==> src/rtl/spi_swc_pkg.sv <==
// Shared SPI slave/controller definitions: state encodings, mode defaults, bit-order helpers.
// Latency: none (types, constants and pure functions only).
// Backpressure: not applicable.
package spi_swc_pkg;

    localparam logic SPI_CPOL_DEFAULT         = 1'b0;
    localparam logic SPI_CPHA_DEFAULT         = 1'b0;
    localparam int   SPI_IDLE_TIMEOUT_DEFAULT = 64;

    typedef enum logic [1:0] {
        ST_IDLE  = 2'd0,
        ST_SHIFT = 2'd1,
        ST_DONE  = 2'd2
    } spi_state_t;

    // Frame format, captured once at the start of each frame.
    typedef struct packed {
        logic dff;       // 1 = 16-bit word, 0 = 8-bit word
        logic lsbfirst;  // 1 = bit 0 travels first
    } frame_cfg_t;

    function automatic logic [4:0] frame_bits(input logic dff);
        return dff ? 5'd16 : 5'd8;
    endfunction

    // Bit of a transmit word that goes out on the wire first.
    function automatic logic first_tx_bit(input logic [15:0] w, input frame_cfg_t cfg);
        if (cfg.lsbfirst) begin
            return w[0];
        end else if (cfg.dff) begin
            return w[15];
        end else begin
            return w[7];
        end
    endfunction

    // The receive shifter always fills from bit 0 upward, so the first wire bit
    // ends up at position (frame_bits-1); LSB-first words need reversing.
    function automatic logic [15:0] assemble_rx(input logic [15:0] sh, input frame_cfg_t cfg);
        logic [15:0] r;
        r = '0;
        if (cfg.dff) begin
            if (cfg.lsbfirst) begin
                for (int i = 0; i < 16; i++) r[i] = sh[15-i];
            end else begin
                r = sh;
            end
        end else begin
            if (cfg.lsbfirst) begin
                for (int i = 0; i < 8; i++) r[i] = sh[7-i];
            end else begin
                r[7:0] = sh[7:0];
            end
        end
        return r;
    endfunction

endpackage

==> src/rtl/sync2_swc.sv <==
// Two-flop synchronizer bringing an asynchronous pin into the pclk domain.
// Latency: 2 pclk cycles from pin change to q.
// Backpressure: none; samples every cycle.
module sync2_swc #(
    parameter logic RST_VAL = 1'b0
) (
    input  logic pclk,
    input  logic prst,
    input  logic d,
    output logic q
);

    logic meta;

    // Two-stage resynchronisation, reset to the line's idle level.
    always_ff @(posedge pclk) begin
        if (prst) begin
            meta <= RST_VAL;
            q    <= RST_VAL;
        end else begin
            meta <= d;
            q    <= meta;
        end
    end

endmodule

==> src/rtl/spislave_swc.sv <==
// SPI slave: one 8/16-bit word per frame with rx/tx valid-ready word handshakes.
// Latency: 3 pclk cycles from sck pin edge to decision; rx_valid one cycle after the last sample edge.
// Backpressure: a finished word is dropped (rx_ovr) if the previous one is unread; tx_ready only in IDLE with an empty shadow.
module spislave_swc
    import spi_swc_pkg::*;
#(
    parameter logic CPOL         = SPI_CPOL_DEFAULT,
    parameter logic CPHA         = SPI_CPHA_DEFAULT,
    parameter int   IDLE_TIMEOUT = SPI_IDLE_TIMEOUT_DEFAULT
) (
    input  logic        pclk,
    input  logic        prst,
    input  logic        sck,
    input  logic        mosi,
    output logic        miso,
    input  logic        dff,
    input  logic        lsbfirst,
    output logic        rx_valid,
    output logic [15:0] rx_data,
    input  logic        rx_ready,
    input  logic        tx_valid,
    input  logic [15:0] tx_data,
    output logic        tx_ready,
    output logic        busy,
    output logic        rx_ovr,
    output logic        tx_udr,
    output logic        frame_abort
);

    localparam int            IW        = $clog2(IDLE_TIMEOUT) + 1;
    localparam logic [IW-1:0] IDLE_LAST = IW'(IDLE_TIMEOUT - 1);

    logic          sck_s;
    logic          mosi_s;
    logic          sck_d;
    spi_state_t    state;
    spi_state_t    state_nxt;
    frame_cfg_t    cfg;
    frame_cfg_t    cfg_live;
    logic [4:0]    bit_cnt;
    logic [IW-1:0] idle_cnt;
    logic [15:0]   rx_shift;
    logic [15:0]   tx_shift;
    logic [15:0]   tx_next;
    logic [15:0]   tx_shadow;
    logic [15:0]   tx_word;
    logic          tx_loaded;
    logic          tx_fire;
    logic          rx_pop;

    logic sck_edge, lead_edge, trail_edge, sample_edge, shift_edge;
    logic start, capture, advance, abort, load_rx, drop_rx;

    sync2_swc #(.RST_VAL(CPOL)) u_sync_sck (
        .pclk (pclk),
        .prst (prst),
        .d    (sck),
        .q    (sck_s)
    );

    sync2_swc #(.RST_VAL(CPOL)) u_sync_mosi (
        .pclk (pclk),
        .prst (prst),
        .d    (mosi),
        .q    (mosi_s)
    );

    // Edge classification on the synchronized sck; mosi_s is aligned with sck_s.
    assign sck_edge    = sck_s ^ sck_d;
    assign lead_edge   = sck_edge && (sck_s != CPOL);
    assign trail_edge  = sck_edge && (sck_s == CPOL);
    assign sample_edge = CPHA ? trail_edge : lead_edge;
    assign shift_edge  = CPHA ? lead_edge  : trail_edge;

    assign cfg_live = '{dff: dff, lsbfirst: lsbfirst};
    assign tx_ready = (state == ST_IDLE) && !tx_loaded;
    assign tx_fire  = tx_valid && tx_ready;
    assign tx_word  = tx_loaded ? tx_shadow : 16'h0000;
    assign tx_next  = cfg.lsbfirst ? (tx_shift >> 1) : (tx_shift << 1);
    assign rx_pop   = rx_valid && rx_ready;
    assign busy     = (state != ST_IDLE);

    // Remember the previous synchronized sck level for edge detection.
    always_ff @(posedge pclk) begin
        if (prst) sck_d <= CPOL;
        else      sck_d <= sck_s;
    end

    // FSM state register.
    always_ff @(posedge pclk) begin
        if (prst) state <= ST_IDLE;
        else      state <= state_nxt;
    end

    // Next state and single-cycle control strobes for the datapath.
    always_comb begin
        state_nxt = state;
        start     = 1'b0;
        capture   = 1'b0;
        advance   = 1'b0;
        abort     = 1'b0;
        load_rx   = 1'b0;
        drop_rx   = 1'b0;
        case (state)
            ST_IDLE: begin
                // In CPHA=1 the frame opens with a shift-type edge that carries no data.
                if (!CPHA && sample_edge) begin
                    start     = 1'b1;
                    capture   = 1'b1;
                    state_nxt = ST_SHIFT;
                end else if (CPHA && lead_edge) begin
                    start     = 1'b1;
                    state_nxt = ST_SHIFT;
                end
            end
            ST_SHIFT: begin
                if (sample_edge) begin
                    capture = 1'b1;
                    if (bit_cnt + 5'd1 == frame_bits(cfg.dff)) state_nxt = ST_DONE;
                end else if (shift_edge) begin
                    advance = 1'b1;
                end else if (idle_cnt == IDLE_LAST) begin
                    abort     = 1'b1;
                    state_nxt = ST_IDLE;
                end
            end
            ST_DONE: begin
                if (!rx_valid || rx_ready) load_rx = 1'b1;
                else                       drop_rx = 1'b1;
                state_nxt = ST_IDLE;
            end
            default: state_nxt = ST_IDLE;
        endcase
    end

    // Frame format latch, bit counter and receive shifter.
    always_ff @(posedge pclk) begin
        if (prst) begin
            cfg      <= '0;
            bit_cnt  <= '0;
            rx_shift <= '0;
        end else if (start) begin
            cfg      <= cfg_live;
            rx_shift <= capture ? {15'd0, mosi_s} : 16'h0000;
            bit_cnt  <= capture ? 5'd1 : 5'd0;
        end else if (capture) begin
            rx_shift <= {rx_shift[14:0], mosi_s};
            bit_cnt  <= bit_cnt + 5'd1;
        end else if (state == ST_IDLE) begin
            bit_cnt  <= '0;
        end
    end

    // Stall watchdog: counts pclk cycles since the last sck edge while mid-frame.
    always_ff @(posedge pclk) begin
        if (prst)                                idle_cnt <= '0;
        else if (state != ST_SHIFT || sck_edge)  idle_cnt <= '0;
        else                                     idle_cnt <= idle_cnt + 1'b1;
    end

    // Received-word holding register; a pop and a reload in the same cycle keeps valid high.
    always_ff @(posedge pclk) begin
        if (prst) begin
            rx_valid <= 1'b0;
            rx_data  <= '0;
        end else if (load_rx) begin
            rx_data  <= assemble_rx(rx_shift, cfg);
            rx_valid <= 1'b1;
        end else if (rx_pop) begin
            rx_valid <= 1'b0;
        end
    end

    // Transmit shadow; a word accepted in the start cycle is kept for the next frame.
    always_ff @(posedge pclk) begin
        if (prst) begin
            tx_loaded <= 1'b0;
            tx_shadow <= '0;
        end else begin
            if (start) tx_loaded <= 1'b0;
            if (tx_fire) begin
                tx_shadow <= tx_data;
                tx_loaded <= 1'b1;
            end
        end
    end

    // miso driver: first bit while idle, next bit on every shift edge of the frame.
    always_ff @(posedge pclk) begin
        if (prst) begin
            miso     <= 1'b0;
            tx_shift <= '0;
        end else if (start) begin
            tx_shift <= tx_word;
            miso     <= first_tx_bit(tx_word, cfg_live);
        end else if (advance) begin
            tx_shift <= tx_next;
            miso     <= first_tx_bit(tx_next, cfg);
        end else if (state == ST_IDLE) begin
            miso     <= tx_loaded ? first_tx_bit(tx_shadow, cfg_live) : 1'b0;
        end
    end

    // One-cycle status pulses.
    always_ff @(posedge pclk) begin
        if (prst) begin
            rx_ovr      <= 1'b0;
            tx_udr      <= 1'b0;
            frame_abort <= 1'b0;
        end else begin
            rx_ovr      <= drop_rx;
            tx_udr      <= start && !tx_loaded;
            frame_abort <= abort;
        end
    end

endmodule

==> config.mk <==
export PLATFORM = sky130hd
export DESIGN_NAME = spislave_swc
export DESIGN_NICKNAME = d
export VERILOG_FILES = /design/src/rtl/spi_swc_pkg.sv /design/src/rtl/sync2_swc.sv /design/src/rtl/spislave_swc.sv
export SDC_FILE = /design/constraint.sdc
export NUM_CORES = 1
export LEC_CHECK = 0
export ABC_AREA = 1
export BUFFER_PORTS_ARGS = -buffer_cell sky130_fd_sc_hd__buf_2
export CAP_MARGIN = 20
export CORE_ASPECT_RATIO = 1.1
export CORE_MARGIN = 5
export CORE_UTILIZATION = 45
export DETAILED_ROUTE_END_ITERATION = 10
export PLACE_DENSITY = 0.65
export SYNTH_ARGS = -nofsm -noshare
export SYNTH_HDL_FRONTEND = slang
export SYNTH_SLANG_ARGS = --single-unit
==> constraint.sdc <==
create_clock -name pclk -period 2.8 [get_ports pclk]
set_input_delay 0.56 -clock pclk [delete_from_list [all_inputs] [get_ports pclk]]
set_output_delay 0.56 -clock pclk [all_outputs]
set_load 0.01 [all_outputs]
==> results of run 1 <==
## layout make-up
type                            instances  area (um^2)
Clock buffer                           10          128
Inverter                               44          168
Multi-Input combinational cell        379         1820
Timing Repair Buffer                   50          260
Clock inverter                          5         55.1
Fill cell                             885         4340
Sequential cell                        91         1820
Tap cell                              114          143
## cells in the mapped netlist (4+ instances only)
| cell | n |
|---|---|
| ha_1 | 4 |
| nand3_1 | 38 |
| dfxtp_1 | 91 |
| nand2_1 | 158 |
| clkbuf_1 | 15 |
| a21oi_1 | 68 |
| o21ai_0 | 41 |
| nor2_1 | 28 |
| nand4_1 | 4 |
| inv_1 | 40 |
| buf_2 | 8 |
| a31oi_1 | 9 |
| a22oi_1 | 7 |
## metrics by stage
step / setup WS (ns) / total power, mW / hold WS (ns) / cell area [um^2]
2_1_floorplan: 1.33 / 1.51 / 0.388 / 3960
3_3_place_gp: 1.04 / 1.57 / 0.393 / 4220
3_5_place_dp: 1.01 / 1.57 / 0.397 / 4220
4_1_cts: 0.773 / 2.41 / 0.389 / 4400
5_1_grt: 0.709 / 2.50 / 0.406 / 4400
6_report: 0.795 / 2.39 / 0.403 / 4400
## tightest hold or removal path, delay by kind of cell
kind,cells,cell delay [ns]
buf+inv,2,0.14
simple gates,1,0.03
## sequential cells by signal (all words and copies together) (netlist names), 2 cells and up
| name | cells |
|---|---|
| rx_data | 16 |
| tx_shadow | 16 |
| idle_cnt | 7 |
| tx_shift | 16 |
| state | 2 |
| rx_shift | 16 |
| cfg | 2 |
| bit_cnt | 5 |
## logic make-up (layout without fill, tap and decap cells)
family,count (synthesis),in the layout,synth area share (%)
AO/OA/AOI/OAI,134,134,18.7
XOR/XNOR,1,1,0.221
adder cells (fa/ha/maj),4,4,1.26
buffers and inverters,74,109,8.02
flip-flops,91,91,46.0
AND/OR/NAND/NOR,240,240,25.9
## power by group
group          leakage (nW)  switching, mW  total (mW)  internal (mW)
registers             0.739         0.0256        1.36           1.33
logic                 0.985          0.122       0.181         0.0595
clock network        0.0881          0.448       0.853          0.405
## routing by layer
| metal | track usage (%) | part of all wire, % |
|---|---|---|
| met3 | 2.97 | 5.8 |
| met4 | 8.88 | 2.1 |
| met1 | 23.2 | 44 |
| met2 | 30.7 | 49 |
| met5 | 0 | 0 |
## how the worst min path moves through the flow
stage,start,end,slack (ns),depth (start not counted)
2_1_floorplan,u_sync_mosi.meta,u_sync_mosi.q,0.39,2
3_3_place_gp,u_sync_mosi.meta,u_sync_mosi.q,0.39,2
3_5_place_dp,u_sync_mosi.meta,u_sync_mosi.q,0.40,2
4_1_cts,sck,u_sync_sck.meta,0.39,3
5_1_grt,mosi,u_sync_mosi.meta,0.41,3
6_report,sck,u_sync_sck.meta,0.40,3
==> summary.md, run 1 <==
| Metric | Value |
|---|---|
| Synth area leaders | dfxtp_1 (46%), nand2_1 (15%), a21oi_1 (8.6%) |
| Buffers on Ports | 46 |
| Fin crit share | between 70 and 80% |
| Final ANT Viol Nets | 0 |
| H-tree depth | 3 |
| Fin util | 50.3% |
| Slew @ Worst Pin | 0.917 ns |
| Max-Cap Viols | 0 |
| Post-synth top area share | approximately 46% |
| Die H | 108 um |
| Worst path slowest cell | dfxtp_1 |
| Post-synthesis cell area | 0.00396 mm^2 |
| Syn_nets | around 570 |
| R2r worst-path depth | 6 |
| CP Data Arrival Time | 1.45 ns |
| Antenna Cells | 0 |
| Core Footprint | 0.00874 mm^2 |
| Crit end category | output port |
| Worst VDD drop | ~240 uV |
| DRT iter0 DRCs | 287 |
| Area leader, netlist | dfxtp_1 |
| Dpl hpwl | between 6000 and 7000 um |
| Via count | roughly 3.6k |
| DRC | 0 |
| CTS root buffer | clkbuf_8 |
| Post-CTS sizing | 0 |
| Critical path's top delay family | simple AND/OR/NAND/NOR gates |
| Final setup violation count | 0 |
| IO Pins | 47 |
| Most frequent cells in the layout | nand2_1 (158), dfxtp_1 (91), a21oi_1 (68), buf_2 (46), o21ai_0 (41) |
| Vias/cell | 5.22 |
| Hold Crit Class | in2reg |
| Clock edge transition at the registers on the reported setup and hold paths | 0.08 ns |
| Setup TNS | 0 ns |
| Largest net degree at the start of global routing | 50 |
| Crit Path Class | reg2out |
| First-pass GRT wire length | 15,900 um |
| Lkg Pwr | approximately 1.8 nW |
| Post-synth EDFFs | 0 |
| Outcome | complete, no violations |
| Yosys reg bits | 91 |
| Number of global-route vias before repair | 3,367 |
| Final slew viol count | 0 |
| TritonCTS Sinks | roughly 90 |
| WL/cell | 13.7 um |
| Rows | 36 |
| Worst EP required | 2.24 ns |
| CTS tree | yes |
| Die area | 0.0108 mm^2 |
| Share of cells above drive strength 1 | 13.5% |
| Num CTS Buffers | 9 |
| Crit path to | tx_ready |
| Tot GR Track Use | 18.4% |
| Final Net Count | ~600 |
| Width of the die | 99.5 um |
| R2R Path End | tx_shadow[14] |
| Async SR Flop Fraction | 0% |
| Most used cell, CP | nor2_4 |
| Initial antenna violation count | 0 |
| Area Overhead vs Synth | 11.0% |
| Cell Chain, Critical Path | nor2_4 > inv_2 > nor2_4 > buf_2 |
| Seq/Total Area, Yosys | approximately 46% |
| Critical Path Fanout Max | 13 |
| Worst Skew | 0.00831 ns |
| Worst Setup SP | state[1] |
| Cell count along the critical path | 4 |
| Synth Flop Type | dfxtp_1 |
| Synth cell types | 34 |
| Starting Density | ~45% |
| Synth Warn # | 0 |
| Achievable frequency | 0.499 GHz |
| Startpoint Class | flip-flop |
| Hold Buf Count CTS | 0 |
| Post-Syn Area per Cell | 7.28 um^2 |
| Worst-Skew Late Latency | 0.36 ns |
| Overflow after GRT | 0 |
| Setup slack, reg-to-reg | 1.00 ns |
| Power density over the cells | ~540 mW/mm^2 |
| Clk buf depth | 2 |
| Most common library cell in the layout ignoring fill and taps | nand2_1 |
| RePlAce Congestion | ~0.83 |
| Initial DRT Pass Iterations | 5 |
| Cell total after placement | 678 |
| Rel. slew slack | 38.8% |
| Unrepaired setup endpoints after global routing | false |
| Final wirelength | 9520 um |
| Crit path buf inv count | 2 |
| Worst r2r src | state[1] |
| Final Hold Fails | 0 |
| Post-Synthesis Cells | 544 |
| Min cycle time layout | about 2.0 ns |
| Slowest stage delay, CP | 0.38 ns |
| Finished Layout Cells | 693 |
| Post-CTS Setup Inserts | 0 |
(Power assumes the default switching activity.)
==> run 2: changes to the inputs <==
- clock period: 2.8 -> 2.06 ns (I/O delays scaled with it)
==> run 2 against run 1 <==
  * Non-clock buffer count is 4 higher
  * Worst hold slack got worse by 0.14 ns
  * Combinational power increased by 40%
  * Critical path type unchanged
  * Largest power group unchanged
==> summary.md, run 2 (synthesis gave the netlist of run 1 again) <==
| Metric | Value |
|---|---|
| Outcome | complete, no violations |
| Antenna Cells | 0 (unchanged) |
| Hold path start | sck |
| Crit Path Class | reg2out |
| Tot GR Track Use | 18.5% (+0.084 points) |
| Overflow after GRT | 0 (unchanged) |
| Most frequent cells in the layout | nand2_1 (158), dfxtp_1 (91), a21oi_1 (68), buf_2 (46), o21ai_0 (41) |
| WL/cell | 14.0 um (+2.1%) |
| Fin crit share | between 90% and 100% |
| DRC | 0 (unchanged) |
| Setup slack, reg-to-reg | 0.22 ns (-0.78 ns) |
| Worst setup margin | 0.206 ns (-0.589 ns) |
| Worst-Skew Late Latency | 0.35 ns (about the same) |
| Share of cells above drive strength 1 | 14.2% (+0.74 points) |
| Hold Crit Depth | 3 (unchanged) |
| Cell Chain, Critical Path | nor2_4 > inv_2 > nor2_4 > buf_2 |
| IO Pins | 47 (unchanged) |
| Worst path slowest cell | dfxtp_1 |
| R2R Path End | tx_shadow[3] |
| Worst Skew | 0.00895 ns (+0.000647 ns) |
| Final slew viol count | 0 (unchanged) |
| Vias/cell | 5.27 (+1.0%) |
| Achievable frequency | 0.539 GHz |
| Setup TNS | 0 ns (unchanged) |
| Number of global-route vias before repair | 3,339 (-0.83%) |
| Post-CTS Setup Inserts | 0 (unchanged) |
| Worst r2r src | state[0] |
| Slowest stage delay, CP | 0.36 ns (-0.02 ns) |
| Critical Path Fanout Max | 13 (unchanged) |
| R2r worst-path depth | 6 (unchanged) |
| Critical path's top delay family | simple AND/OR/NAND/NOR gates |
| TritonCTS Sinks | 91 (unchanged) |
| Via count | 3,678 (+1.8%) |
| Die H | 108 um (unchanged) |
| Most used cell, CP | nor2_4 |
| RePlAce Congestion | 0.858 (+3.0%) |
| H-tree depth | 3 (unchanged) |
| Post-CTS sizing | 0 (unchanged) |
| Hold Buf Count CTS | 0 (unchanged) |
| Hold Crit Class | in2reg |
| CTS tree | yes |
| Min cycle time layout | approximately 1.9 ns |
| Slew @ Worst Pin | 0.621 ns (-0.296 ns) |
| Power density over the cells | 766 mW/mm^2 (+41%) |
| Final Net Count | 607 (+0.66%) |
| Buffers on Ports | 46 (unchanged) |
| Met1 usage | 24.4% (+1.2 points) |
| Pre-CTS WS | 0.233 ns (-0.774 ns) |
| Clock edge transition at the registers on the reported setup and hold paths | 0.09 ns (about the same) |
| Rel. slew slack | 58.5% (+20 points) |
| Final ANT Viol Nets | 0 (unchanged) |
| Final Hold Fails | 0 (unchanged) |
| Crit end category | output port |
| GR Layer Usage met3 | 3.10% (+0.13 points) |
| Die area | 0.0108 mm^2 (unchanged) |
| Clk buf depth | 2 (unchanged) |
| Worst VDD drop | 380 uV (+61%) |
| Final setup violation count | 0 (unchanged) |
| Initial antenna violation count | 0 (unchanged) |
| Worst Hold End | u_sync_sck.meta |
| Crit path buf inv count | 2 (unchanged) |
| Startpoint Class | flip-flop |
| Max-Cap Viols | 0 (unchanged) |
| Core Footprint | 0.00874 mm^2 (unchanged) |
| Most common library cell in the layout ignoring fill and taps | nand2_1 |
| First-pass GRT wire length | 16,000 um (+0.70%) |
| Num CTS Buffers | 9 (unchanged) |
| Rows | 36 (unchanged) |
| Unrepaired setup endpoints after global routing | false |
| DRT iter0 DRCs | 229 (-20%) |
| Global-route track usage on met2 | 29.6% (-1.1 points) |
| Width of the die | 99.5 um (unchanged) |
| CP Data Arrival Time | 1.44 ns (about the same) |
| Starting Density | 45.3% (unchanged) |
| Final wirelength | 9790 um (+2.8%) |
| Largest net degree at the start of global routing | 50 (unchanged) |
| Area Overhead vs Synth | 12.6% |
| CTS root buffer | clkbuf_8 |
| GRT Max-Usage Layer | met2 |
| Initial DRT Pass Iterations | 5 (unchanged) |
| Lkg Pwr | 1.84 nW (+1.8%) |
| Worst EP required | 1.65 ns (-0.59 ns) |
| Dpl hpwl | 6850 um (+2.8%) |
run 2: changes by cell type in the layout (fill, tap and decap cells not counted), sizes merged:
| cell | delta |
|---|---|
| bufinv | +1 |
| buf | +4 |
| clkinv | -1 |
| inv | +1 |
run 2: per-stage QoR:
stage / instance area [um^2] / instances / utilization, % / total power, mW / hold slack, ns
after global routing: 4460 / 698 / 51.1 / 3.56 / 0.267
after floorplan: 3960 / 544 / - / 2.06 / 0.388
after detailed placement: 4250 / 682 / 48.6 / 2.14 / 0.399
after global placement: 4250 / 682 / 48.6 / 2.13 / 0.399
after CTS: 4460 / 698 / 51.1 / 3.46 / 0.248
final: 4460 / 698 / 51.1 / 3.42 / 0.263
run 2: metal layers:
metal,routed length (um),vias up
met5,0,-
met4,253,0
met3,512,18
met2,4680,125
met1,4340,1680
li1,-,1855
run 2: worst reg2reg max path, delay by kind of cell (launching register included):
family,cells,cell delay (ns)
AND/OR/NAND/NOR,3,0.86
AO/OA/AOI/OAI,2,0.38
flip-flops,1,0.36
buffers and inverters,1,0.11
run 2: area by class of cell:
class	instances	area [um^2]
multi-input cells	379	1820
fillers	893	4280
flip-flops and latches	91	1820
inverters	44	168
repair buffers	54	290
well taps	114	143
clock buffers	10	128
clock inverters	6	88.8
run 2: worst max-delay path by stage:
stage,startpoint,endpoint,depth (start not counted)
2_1_floorplan,prst,bit_cnt[4],4
5_1_grt,state[1],tx_shadow[0],6
6_report,state[0],tx_ready,4
4_1_cts,state[1],tx_ready,4
3_3_place_gp,state[0],tx_shadow[14],6
3_5_place_dp,state[1],tx_shadow[3],6
run 2: where the power goes:
group | internal, mW | switching [mW]
Clock | 0.686 | 0.634
Sequential | 1.81 | 0.0354
Combinational | 0.0856 | 0.168
Total | 2.58 | 0.838
